===== src/rtl/warp_scheduler.sv =====
`default_nettype none
// ============================================================================
// Module   : warp_scheduler
// Purpose  : Per-core round-robin issue scheduler. Offers one ready, active
//            warp per cycle to the issue stage over a valid/accept handshake,
//            tracks warp exits and raises done once every launched warp exits.
// Revision : 1.0 - initial release
// ============================================================================
module warp_scheduler #(
  parameter int WARPS_PER_CORE = 4,
  parameter int WARP_ID_WIDTH  = (WARPS_PER_CORE > 1) ? $clog2(WARPS_PER_CORE) : 1,
  parameter int COUNT_WIDTH    = 32
) (
  input  logic                       clk,
  input  logic                       reset,
  input  logic                       start,
  input  logic [WARP_ID_WIDTH:0]     num_warps,
  input  logic [WARPS_PER_CORE-1:0]  warp_ready,
  input  logic [WARPS_PER_CORE-1:0]  warp_exit,
  output logic                       issue_valid,
  output logic [WARP_ID_WIDTH-1:0]   issue_warp,
  input  logic                       issue_accept,
  output logic [WARPS_PER_CORE-1:0]  active_mask,
  output logic                       done,
  output logic [COUNT_WIDTH-1:0]     issue_count
);

  localparam logic [1:0] ST_IDLE = 2'd0;
  localparam logic [1:0] ST_RUN  = 2'd1;
  localparam logic [1:0] ST_DONE = 2'd2;

  // Pointer starts at the last slot so that warp 0 is searched first.
  localparam logic [WARP_ID_WIDTH-1:0] PTR_INIT = WARP_ID_WIDTH'(WARPS_PER_CORE - 1);

  logic [1:0]                state;
  logic [WARP_ID_WIDTH-1:0]  ptr;

  logic                      accepted;
  logic [WARP_ID_WIDTH-1:0]  search_base;
  logic [WARPS_PER_CORE-1:0] cand;
  logic [WARPS_PER_CORE-1:0] cand_shift;
  logic [WARPS_PER_CORE-1:0] exit_shift;
  logic                      offered_exits;
  logic                      found;
  logic [WARP_ID_WIDTH-1:0]  grant;
  logic [WARPS_PER_CORE-1:0] launch_mask;
  logic [WARPS_PER_CORE-1:0] next_mask;

  // Candidate set, round-robin search and launch mask decode.
  always_comb begin
    accepted    = issue_valid & issue_accept;
    // After an accept the search continues past the warp just taken, so the
    // next offer in the following cycle already honours round-robin order.
    search_base = accepted ? issue_warp : ptr;
    cand        = active_mask & warp_ready & ~warp_exit;
    // The accepted warp still shows ready this cycle; its ready only drops
    // one cycle later, so it must not be granted again right away.
    if (accepted) begin
      cand = cand & ~(WARPS_PER_CORE'(1) << issue_warp);
    end
    exit_shift    = warp_exit >> issue_warp;
    offered_exits = exit_shift[0];
    next_mask     = active_mask & ~warp_exit;

    found      = 1'b0;
    grant      = '0;
    cand_shift = '0;
    for (int k = 1; k <= WARPS_PER_CORE; k++) begin
      cand_shift = cand >> ((int'(search_base) + k) % WARPS_PER_CORE);
      if (!found && cand_shift[0]) begin
        found = 1'b1;
        grant = WARP_ID_WIDTH'((int'(search_base) + k) % WARPS_PER_CORE);
      end
    end

    // Requests above the slot count saturate to all slots.
    launch_mask = '0;
    for (int i = 0; i < WARPS_PER_CORE; i++) begin
      launch_mask[i] = (32'(num_warps) > i);
    end
  end

  // Launch / run / done state machine with registered issue outputs.
  always_ff @(posedge clk) begin
    if (reset) begin
      state       <= ST_IDLE;
      ptr         <= PTR_INIT;
      issue_valid <= 1'b0;
      issue_warp  <= '0;
      active_mask <= '0;
      done        <= 1'b0;
      issue_count <= '0;
    end else begin
      case (state)
        ST_IDLE: begin
          if (start) begin
            active_mask <= launch_mask;
            issue_count <= '0;
            ptr         <= PTR_INIT;
            issue_valid <= 1'b0;
            issue_warp  <= '0;
            if (num_warps == '0) begin
              state <= ST_DONE;
              done  <= 1'b1;
            end else begin
              state <= ST_RUN;
            end
          end
        end
        ST_RUN: begin
          active_mask <= next_mask;
          if (accepted) begin
            ptr         <= issue_warp;
            issue_count <= issue_count + 1'b1;
          end
          if (next_mask == '0) begin
            state       <= ST_DONE;
            done        <= 1'b1;
            issue_valid <= 1'b0;
          end else if (issue_valid && !issue_accept) begin
            // Pending offer holds; only an exit of the offered warp retracts it.
            if (offered_exits) begin
              issue_valid <= 1'b0;
            end
          end else begin
            issue_valid <= found;
            if (found) begin
              issue_warp <= grant;
            end
          end
        end
        ST_DONE: begin
          // Terminal until reset.
        end
        default: begin
          state <= ST_IDLE;
        end
      endcase
    end
  end

endmodule
`default_nettype wire


===== config.mk =====
export PLATFORM = sky130hd
export DESIGN_NAME = warp_scheduler
export DESIGN_NICKNAME = d
export VERILOG_FILES = /design/src/rtl/warp_scheduler.sv
export SDC_FILE = /design/constraint.sdc
export NUM_CORES = 1
export LEC_CHECK = 0
export CORE_MARGIN = 1.5
export CORE_UTILIZATION = 63
export DETAILED_ROUTE_END_ITERATION = 10
export DONT_BUFFER_PORTS = 1
export MAX_ROUTING_LAYER = met4
export PLACE_DENSITY = 0.79
export RECOVER_POWER = 50
export SYNTH_ARGS = -nofsm -noshare
export SYNTH_HDL_FRONTEND = slang
export SYNTH_SLANG_ARGS = --single-unit

===== constraint.sdc =====
create_clock -name clk -period 2 [get_ports clk]
set_input_delay 0.4 -clock clk [delete_from_list [all_inputs] [get_ports clk]]
set_output_delay 0.4 -clock clk [all_outputs]
set_load 0.02 [all_outputs]

==> results of run 1 <==
-- flip-flops by register name (all words and copies together), names as in the netlist --
name and cells:
active_mask 4, issue_count 32, issue_warp 2, state 2, done 1, issue_valid 1, ptr 2
-- cell families (layout without fill, tap and decap cells) --
family                   Yosys count  count (layout)
multiplexers                       5               5
AND/OR/NAND/NOR                  134             134
buffers and inverters             26              63
adder cells (fa/ha/maj)            1               1
XOR/XNOR                          26              26
AO/OA/AOI/OAI                     53              53
flip-flops                        44              44
-- final cells by class --
cell class | instances | area [µm²]
inverter | 10 | 37.54
tap | 48 | 60.06
sequential | 44 | 880.8
clock buffer | 6 | 72.57
fill | 327 | 959.7
clock inverter | 1 | 5.005
timing repair buffer | 46 | 217.7
multi-input combinational | 219 | 1483
-- critical path, delay by kind of cell (launching register included) --
kind	cells	cell delay, ns
buffers and inverters	1	0.22
XOR/XNOR	1	0.16
AND/OR/NAND/NOR	4	1.03
flip-flops	1	0.37
-- per-stage QoR --
stage	hold slack [ns]	instances
6_report	0.1611	374
5_1_grt	0.1516	374
4_1_cts	0.1579	374
3_5_place_dp	0.4750	367
3_3_place_gp	0.4733	367
2_1_floorplan	0.5015	289
-- placed cells by master (no fill, tap or decap), types with 3 or more instances in the layout --
master	count
dfxtp_1	44
nor2_1	36
clkbuf_1	35
xnor2_1	21
a21oi_1	17
buf_4	12
o21ai_0	11
nand2_1	10
inv_1	10
nor3_1	9
nor2b_1	9
nor3_2	9
nand3_1	8
nand2b_1	7
nand4_1	6
and3_1	6
or3_1	6
xor2_1	5
nand3b_1	5
nor4_2	5
clkbuf_8	5
nand4b_1	4
and4_1	3
a22oi_1	3
mux2i_1	3
-- power groups by stage --
stage                     clock network (mW)  registers [mW]  logic [mW]
after floorplan                            0           0.938       0.108
after global placement                     0           0.932       0.152
after detailed placement                   0           0.934       0.154
after CTS                              0.529           0.913       0.154
after global routing                   0.565           0.916       0.165
final                                  0.520           0.913       0.146
-- per-layer routing --
| metal | vias up | global-route usage [%] |
|---|---|---|
| met1 | 1100 | 38.78 |
| met3 | 10 | 6.678 |
| met5 | - | - |
| met2 | 77 | 47.35 |
| li1 | 1108 | - |
| met4 | 0 | 8.594 |
-- worst paths after layout --
| check | depth (start not counted) | start | endpoint |
|---|---|---|---|
| hold reg to reg | 2 | active_mask[2]$_SDFFE_PP0P_ | active_mask[2]$_SDFFE_PP0P_ |
| setup / recovery | 6 | issue_count[13]$_SDFFE_PP0P_ | issue_count[27]$_SDFFE_PP0P_ |
| hold / removal | 1 | reset | issue_valid$_SDFFE_PP0P_ |
| setup reg to reg | 6 | issue_count[13]$_SDFFE_PP0P_ | issue_count[27]$_SDFFE_PP0P_ |
-- timing repair --
| item | in CTS | in global routing |
|---|---|---|
| gates resized for setup | 0 | 1 |
| endpoints found under the setup margin | 0 | 2 |
| buffers inserted | 0 | 0 |
==> results.md, run 1 <==
- Status: finished, final reports clean
- Ys async rst share: 0%
- Slowest cell on crit path: or4_1
- Setup slack after layout: 0.09800 ns
- Ranking of synthesized cells by area: dfxtp_1 (36%), xnor2_1 (7.4%), nor2_1 (5.5%)
- Min Clock Period, post-route: 1.902 ns
- TNS Setup: 0 ns
- Sw power: 0.3911 mW
- DRC Markers: 0
- Critical path class: reg2reg
- First-pass GRT wire length: 9818 µm
- Clock Sinks: 44
- PD cells: 573.2 nW/µm²
- P_leak: 0.8696 nW
- Overall power: 1.580 mW
- Met2 WL: 2843 µm
- Final setup viols: 0
- Vias per Instance: 6.136
- Initial Util: 66.67%
- Detail Route Antenna Nets: 0
- Clock root buffer master: clkbuf_8
- Sequential share of power: 57.8%
- Worst path max stage delay: 0.51 ns
- Vias: roughly 2300
- Internal power: between 1 and 1.5 mW
- Count leader, synth: dfxtp_1
- Hold buffers post-CTS: 0
- Initial antenna violation count: 0
- Top FF cell, synth: dfxtp_1
- Setup slack, reg-to-reg: slightly below 0.1 ns
- CP required: 2.18 ns
- Crit path cell chain: nand4_1 -> or4_1 -> buf_4 -> nor4_2 -> xnor2_1 -> nor2_1
- Pre-CTS setup slack: between 0.15 and 0.2 ns
- Clock group share of total power: 32.9%
- Top Ports: 55
- EDFF count, synth: 0
- Final Util: roughly three quarters
- Setup Skew: 0.006152 ns
- Layout cells sized above 1: 11.66%
- Hold Path Class: in2reg
- Layout Nets: about 340
- Endpoints failing hold: 0
- Largest net degree at the start of global routing: 31
- Final Cell Area: approximately 2800 µm²
- CTS tree: yes
- Worst skew pair latency: ~0.30 ns
- Tcrit/Tclk final: 95.10%
- # rows: 22
- Netlist cell types: 53
- XOR/XNOR share of the synthesized area: 9.192%
- Yosys warning total: 0
- CP Capture Type: flop
- Routed wire length: between 5000 and 6000 µm
- Core box area: 3716 µm²
- Largest family of logic cells by synthesized area: simple AND/OR/NAND/NOR gates
- Clk slew on worst S/H paths: 0.08 ns
- Vias in the first global route: 2112
- Post-synth top area share: between 30% and 40%
- Gr ovfl total: 0
- CP arrival: approximately 2.1 ns
- Longest Clk Path Bufs: 2
- Layout area overhead: 11.26%
- Max Freq: 525.8 MHz
- CP Launch Type: flop
- Top routing layer used: met4
- Area after DPL: 2805 µm²
- Peak supply drop: ~530 µV
- Met1 wire length: 2602 µm
- Least-Margin Pin Slew: 0.5895 ns
- WL met3: 405 µm
- Routability Congestion: around 1
- Unrepaired setup endpoints after global routing: no
- Max Cap Viol: 0
- Pins Over Slew Limit: 0
- Synth Area in Adders: less than 1%
- Crit-path max FO: 16
- Die area: 4318 µm²
- Drt initial violations: 202
- DRT Pass-1 Iters: 5
- Seq cells post-synth: 44
- GRT Util Overall: a little under a third
- Syn nets: 305
- Post-synth top cells: dfxtp_1 (44), nor2_1 (36), xnor2_1 (21), a21oi_1 (17), o21ai_0 (11)
- Die width: 65.71 µm
- Total CTS buffers: 5
- Routed wire length per instance: about 16 µm
- Compound-Gate Fraction of Synth Area: about 14%
- Average size of a mapped cell: about 8.6 µm²
- Largest area contributor in the netlist: dfxtp_1
- Port Buf Inserts: 0
- Mapped Area: 2477 µm²
- Simple-gate share of the synthesized area: 33.59%
- HPWL after DPL: 4381 µm
- Cells after Synth: a little under 300
- Sw Ratio: 24.76%
- Mux cell area share after synthesis: approximately 2.6%
- Register area share after synthesis: 35.56%
- Relative slew slack: 60.18%
- Diode count: 0
- H-tree depth: 2
- Comb pwr share: under 10%
- Die Y: 65.71 µm
Power figures use the tool's default switching activity.
==> run 2, diff against run 1 <==
--- a/config.mk
+++ b/config.mk
@@ -6,11 +6,10 @@
 export NUM_CORES = 1
 export LEC_CHECK = 0
 export CORE_MARGIN = 1.5
-export CORE_UTILIZATION = 63
+export CORE_UTILIZATION = 45
 export DETAILED_ROUTE_END_ITERATION = 10
 export DONT_BUFFER_PORTS = 1
 export MAX_ROUTING_LAYER = met4
-export PLACE_DENSITY = 0.79
 export RECOVER_POWER = 50
 export SYNTH_ARGS = -nofsm -noshare
 export SYNTH_HDL_FRONTEND = slang
==> run 2 against run 1 <==
Compared with the run above:
- clock power grew 4.4%
- critical path depth is the same
- power grew 2.3%
- worst setup slack gained 0.045 ns
- fmax grew 2.4%
- clock skew grew 0.0048 ns
- largest power group unchanged
- combinational power grew 9.6%
- via count shrank 1.5%
- critical endpoint is now issue_warp[0]$_SDFFE_PP0P_
==> results.md, run 2 (synthesis results as in run 1) <==
- Status: finished, final reports clean
- GRT Util Overall: approximately a fifth
- GRT busiest layer: met2
- PD cells: about 560 nW/µm²
- Biggest regs: issue_count: 32 flops, active_mask: 4 flops
- Detail Route Antenna Nets: 0
- Vias: 2260
- Filler cell count in the final layout: 518
- Vias per Instance: around 5.6
- Crit path cell chain: buf_4 -> nand2_1 -> and3_1 -> a2111oi_0 -> nor3b_1 -> a32o_1
- Worst R2R End: issue_warp[0]$_SDFFE_PP0P_
- Hold Path Class: in2reg
- Relative slew slack: 57.28%
- H-tree depth: 2
- Max Cap Viol: 0
- Vias in the first global route: 2098
- Core box area: 5205 µm²
- Setup Skew: 0.01097 ns
- Die Y: 77.20 µm
- Routed wire length per instance: 14.34 µm
- CTS resizes: 0
- Grt met1 use: between 20% and 30%
- Clock root buffer master: clkbuf_8
- Largest net degree at the start of global routing: 29
- DRT Pass-1 Iters: 4
- Worst path max stage delay: 0.45 ns
- TNS Setup: 0 ns
- Hold path endpoint: active_mask[1]$_SDFFE_PP0P_
- CP bufs+invs: 1
- Max Freq: 538.5 MHz
- Unrepaired setup endpoints after global routing: no
- Gr ovfl total: 0
- Buffer count from post-CTS setup fixing: 0
- Hold Startpoint: reset
- Final Util: a little under three fifths
- Tcrit/Tclk final: 92.85%
- Port Buf Inserts: 0
- CP required: 2.19 ns
- Top reg by flops: issue_count
- First-pass GRT wire length: 9694 µm
- HPWL after DPL: 4436 µm
- Family with the most delay on the worst path: compound AO/OA/AOI/OAI gates
- Worst r2r path cells: 6
- CTS tree: yes
- Commonest non-fill, non-tap cell in the layout: dfxtp_1
- Endpoints failing hold: 0
- Least-Margin Pin Slew: 0.6380 ns
- Routability Congestion: 0.8954
- P_leak: 0.9331 nW
- Setup slack, reg-to-reg: between 0.1 and 0.15 ns
- Area of the multi-input gates: 1481 µm²
- Drt initial violations: 89
- Initial Util: 47.60%
- Initial antenna violation count: 0
- Worst skew pair latency: about 0.29 ns
- Clk slew on worst S/H paths: ~0.09 ns
- Clock Sinks: 44
- Total CTS buffers: 5
- Routed wire length: 5780 µm
- Most frequent cells in the layout: dfxtp_1 (44), nor2_1 (36), clkbuf_1 (29), buf_4 (22), xnor2_1 (21)
- Final setup viols: 0
- Layout cells sized above 1: between 10% and 20%
- Max reg flops: 32
- Peak supply drop: between 400 and 500 µV
- Longest Clk Path Bufs: 2
- Register area: 880.8 µm²
- Layout Nets: 348
- Crit-path max FO: 10
- Hold buffers post-CTS: 0
- CP Launch Type: flop
- # rows: 26
- Min Clock Period, post-route: 1.857 ns
- Cells after DPL: about 400
- Hold-critical path depth: 1
- GR Util met3: about 5%
- Layout area overhead: 15.81%
- DRC Markers: 0
- CP arrival: slightly above 2 ns
- Top Ports: 55
- GR met2 Demand/Resource: between 30% and 40%
- Slowest cell on crit path: a2111oi_0
- Diode count: 0
- CP Capture Type: flop
- Die area: around 6000 µm²
- Pins Over Slew Limit: 0
- Die width: 77.20 µm
- Reg2reg start: issue_valid$_SDFFE_PP0P_
- Non-filler cells, final: 403
- Critical path class: reg2reg
[run 2: cell types whose count changed in the layout (fill, tap and decap cells not counted), sizes merged]
| cell | delta |
|---|---|
| buf | +11 |
| clkbuf | -6 |
| clkinv | +2 |
[run 2: worst register-to-register path, cell delays in order (launching register included)]
cell,delay (ns)
dfxtp_1,0.34
buf_4,0.20
nand2_1,0.20
and3_1,0.23
a2111oi_0,0.45
nor3b_1,0.11
a32o_1,0.23
[run 2: how the worst max path moves through the flow]
stage          cells past startpoint  slack, ns                           end                         start
2_1_floorplan                      7       0.12  issue_count[29]$_SDFFE_PP0P_  issue_count[11]$_SDFFE_PP0P_
3_3_place_gp                       6       0.16    issue_warp[0]$_SDFFE_PP0P_      issue_valid$_SDFFE_PP0P_
3_5_place_dp                       6       0.17    issue_warp[0]$_SDFFE_PP0P_      issue_valid$_SDFFE_PP0P_
4_1_cts                            6       0.16    issue_warp[0]$_SDFFE_PP0P_      issue_valid$_SDFFE_PP0P_
5_1_grt                            6       0.04    issue_warp[0]$_SDFFE_PP0P_         state[0]$_SDFFE_PP0P_
6_report                           6       0.14    issue_warp[0]$_SDFFE_PP0P_      issue_valid$_SDFFE_PP0P_
[run 2: power breakdown]
| group | internal (mW) | switching, mW | leakage [nW] |
|---|---|---|---|
| Combinational | 0.0706 | 0.0898 | 0.530 |
| Clock | 0.244 | 0.300 | 0.0479 |
| Sequential | 0.890 | 0.0225 | 0.356 |
[run 2: per-layer routing]
layer	part of all wire (%)	vias up
met4	0.69	0
met1	49	1082
met2	46	49
met3	5.0	7
met5	0	-
li1	-	1122
[run 2: area by class of cell]
class	instances	share of cell area, %
clock inverters	3	0.6542
inverters	10	1.308
flip-flops and latches	44	30.70
well taps	70	3.053
repair buffers	52	10.25
clock buffers	5	2.399
multi-input cells	219	51.64
[run 2: through the flow]
step           hold WS, ns  area [µm²]  setup WS [ns]  power [mW]
3_5_place_dp        0.4732        2890         0.1711       1.096
6_report            0.1640        2869         0.1429       1.617
3_3_place_gp        0.4708        2890         0.1602       1.097
5_1_grt             0.1428        2869        0.04311       1.696
4_1_cts             0.1498        2978         0.1592       1.649
2_1_floorplan       0.5015        2477         0.1155       1.046
==> run 3, diff against run 2 <==
--- a/config.mk
+++ b/config.mk
@@ -5,12 +5,13 @@
 export SDC_FILE = /design/constraint.sdc
 export NUM_CORES = 1
 export LEC_CHECK = 0
-export CORE_MARGIN = 1.5
+export CORE_ASPECT_RATIO = 1.2
 export CORE_UTILIZATION = 45
 export DETAILED_ROUTE_END_ITERATION = 10
 export DONT_BUFFER_PORTS = 1
 export MAX_ROUTING_LAYER = met4
 export RECOVER_POWER = 50
+export SLEW_MARGIN = 30
 export SYNTH_ARGS = -nofsm -noshare
 export SYNTH_HDL_FRONTEND = slang
 export SYNTH_SLANG_ARGS = --single-unit
==> run 3 against run 2 <==
Compared with the run above:
- register-to-register slack improved by 0.02 ns
- non-clock buffer count is 6 lower
- first-iteration DRC count shrank 1.1%
- sequential power hardly changed
- critical path depth is 1 lower
- cell count is 3.5% lower
- routed wire length decreased by 2.9%
- critical endpoint unchanged
- highest routed layer unchanged
- utilization decreased by 2.3 points
==> results.md, run 3 (synthesis results as in run 1) <==
- H-tree depth: 2
- Status: finished, final reports clean
- Initial Util: 46.76%
- Setup slack, reg-to-reg: 0.17 ns
- PD cells: between 600 and 700 nW/µm²
- Gr ovfl total: 0
- CTS tree: yes
- Non-filler cells, final: 389
- Crit-path max FO: 8
- Vias per Instance: 5.704
- Vias: 2219
- Core box area: 5298 µm²
- Routability Congestion: between 0.9 and 1
- Cells after DPL: ~380
- Layout cells sized above 1: 12.23%
- Slowest cell on crit path: a2111oi_0
- Max Freq: 545.8 MHz
- Vias in the first global route: 2042
- DRC Markers: 0
- TNS Setup: 0 ns
- Critical path class: reg2reg
- P_leak: 0.8874 nW
- Layout Nets: 342
- Pins Over Slew Limit: 0
- Least-Margin Pin Slew: 0.5018 ns
- Relative slew slack: 65.68%
- Crit path cell chain: nand2_1 -> and3_1 -> a2111oi_0 -> nor3b_1 -> a32o_1
- Unrepaired setup endpoints after global routing: no
- CP Capture Type: flop
- Top reg by flops: issue_count
- Buffer count from post-CTS setup fixing: 0
- Peak supply drop: roughly 370 µV
- Max reg flops: 32
- Routed wire length per instance: 14.42 µm
- Largest net degree at the start of global routing: 31
- HPWL after DPL: ~4200 µm
- Endpoints failing hold: 0
- Port Buf Inserts: 0
- Biggest regs: issue_count: 32 flops, active_mask: 4 flops
- Tcrit/Tclk final: 91.61%
- Diode count: 0
- Die Y: 83.28 µm
- Setup Skew: 0.005549 ns
- Die width: 69.73 µm
- Min Clock Period, post-route: 1.832 ns
- Final setup viols: 0
- Routed wire length: 5611 µm
- Drt initial violations: 88
- DRT Pass-1 Iters: 4
- CP Launch Type: flop
- Hold Path Class: in2reg
- Longest Clk Path Bufs: 2
- Layout area overhead: 12.98%
- Final Cell Area: 2799 µm²
- Clock Sinks: 44
- Top Ports: 55
- # rows: 29
- CP arrival: a little over 2 ns
- Total CTS buffers: 5
- Worst hold slack: about 0.17 ns
- GRT Util Overall: 20.39%
- First-pass GRT wire length: 9439 µm
- Initial antenna violation count: 0
- CP required: roughly 2.2 ns
- Max Cap Viol: 0
- Commonest non-fill, non-tap cell in the layout: dfxtp_1
- Die area: roughly 5800 µm²
- Clock root buffer master: clkbuf_8
- Hold buffers post-CTS: 0
- Worst skew pair latency: 0.29 ns
- CTS resizes: 0
- Area after DPL: 2823 µm²
- Clk slew on worst S/H paths: 0.08 ns
- Most frequent cells in the layout: dfxtp_1 (44), nor2_1 (36), clkbuf_1 (33), xnor2_1 (21), a21oi_1 (17)
- Detail Route Antenna Nets: 0
- Worst path max stage delay: 0.47 ns
==> run 3: final timing paths <==
check                                 to                        start  cells after the start
max           issue_warp[0]$_SDFFE_PP0P_     issue_valid$_SDFFE_PP0P_                      5
min             issue_valid$_SDFFE_PP0P_                        reset                      1
max reg2reg   issue_warp[0]$_SDFFE_PP0P_     issue_valid$_SDFFE_PP0P_                      5
min reg2reg  active_mask[0]$_SDFFE_PP0P_  active_mask[0]$_SDFFE_PP0P_                      2
==> run 3: stage by stage <==
step	setup slack [ns]	power, mW	utilization [%]
detailed placement	0.1832	1.088	53.28
finish	0.1678	1.718	52.83
CTS	0.1671	1.756	55.31
global placement	0.2193	1.087	53.28
floorplan	0.1155	1.046	-
global route	0.06173	1.807	52.83
==> run 3: worst max-delay path, delay by kind of cell (launching register included) <==
| kind | cells | cell delay, ns |
|---|---|---|
| AND/OR/NAND/NOR | 3 | 0.59 |
| flip-flops | 1 | 0.45 |
| AO/OA/AOI/OAI | 2 | 0.70 |
==> run 3: metal layers <==
layer  track usage [%]  vias to the layer above  routed length, µm
met2             35.48                       63               2807
li1                  -                     1107                  -
met5                 -                        -                  0
met1             22.13                     1045               2398
met4             7.091                        0                 51
met3             5.704                        4                354
==> run 3: area by class of cell <==
type	instances	area (µm²)
clock inverter	2	35.03
timing repair buffer	46	225.2
clock buffer	6	72.57
inverter	10	37.54
multi-input combinational	219	1470
tap	62	77.57
sequential	44	880.8
fill	539	2499
==> run 3: report_power, final <==
| part | internal (mW) | switching (mW) | total [mW] |
|---|---|---|---|
| Clock | 0.371 | 0.289 | 0.660 |
| Combinational | 0.0600 | 0.0837 | 0.144 |
| Sequential | 0.890 | 0.0245 | 0.915 |
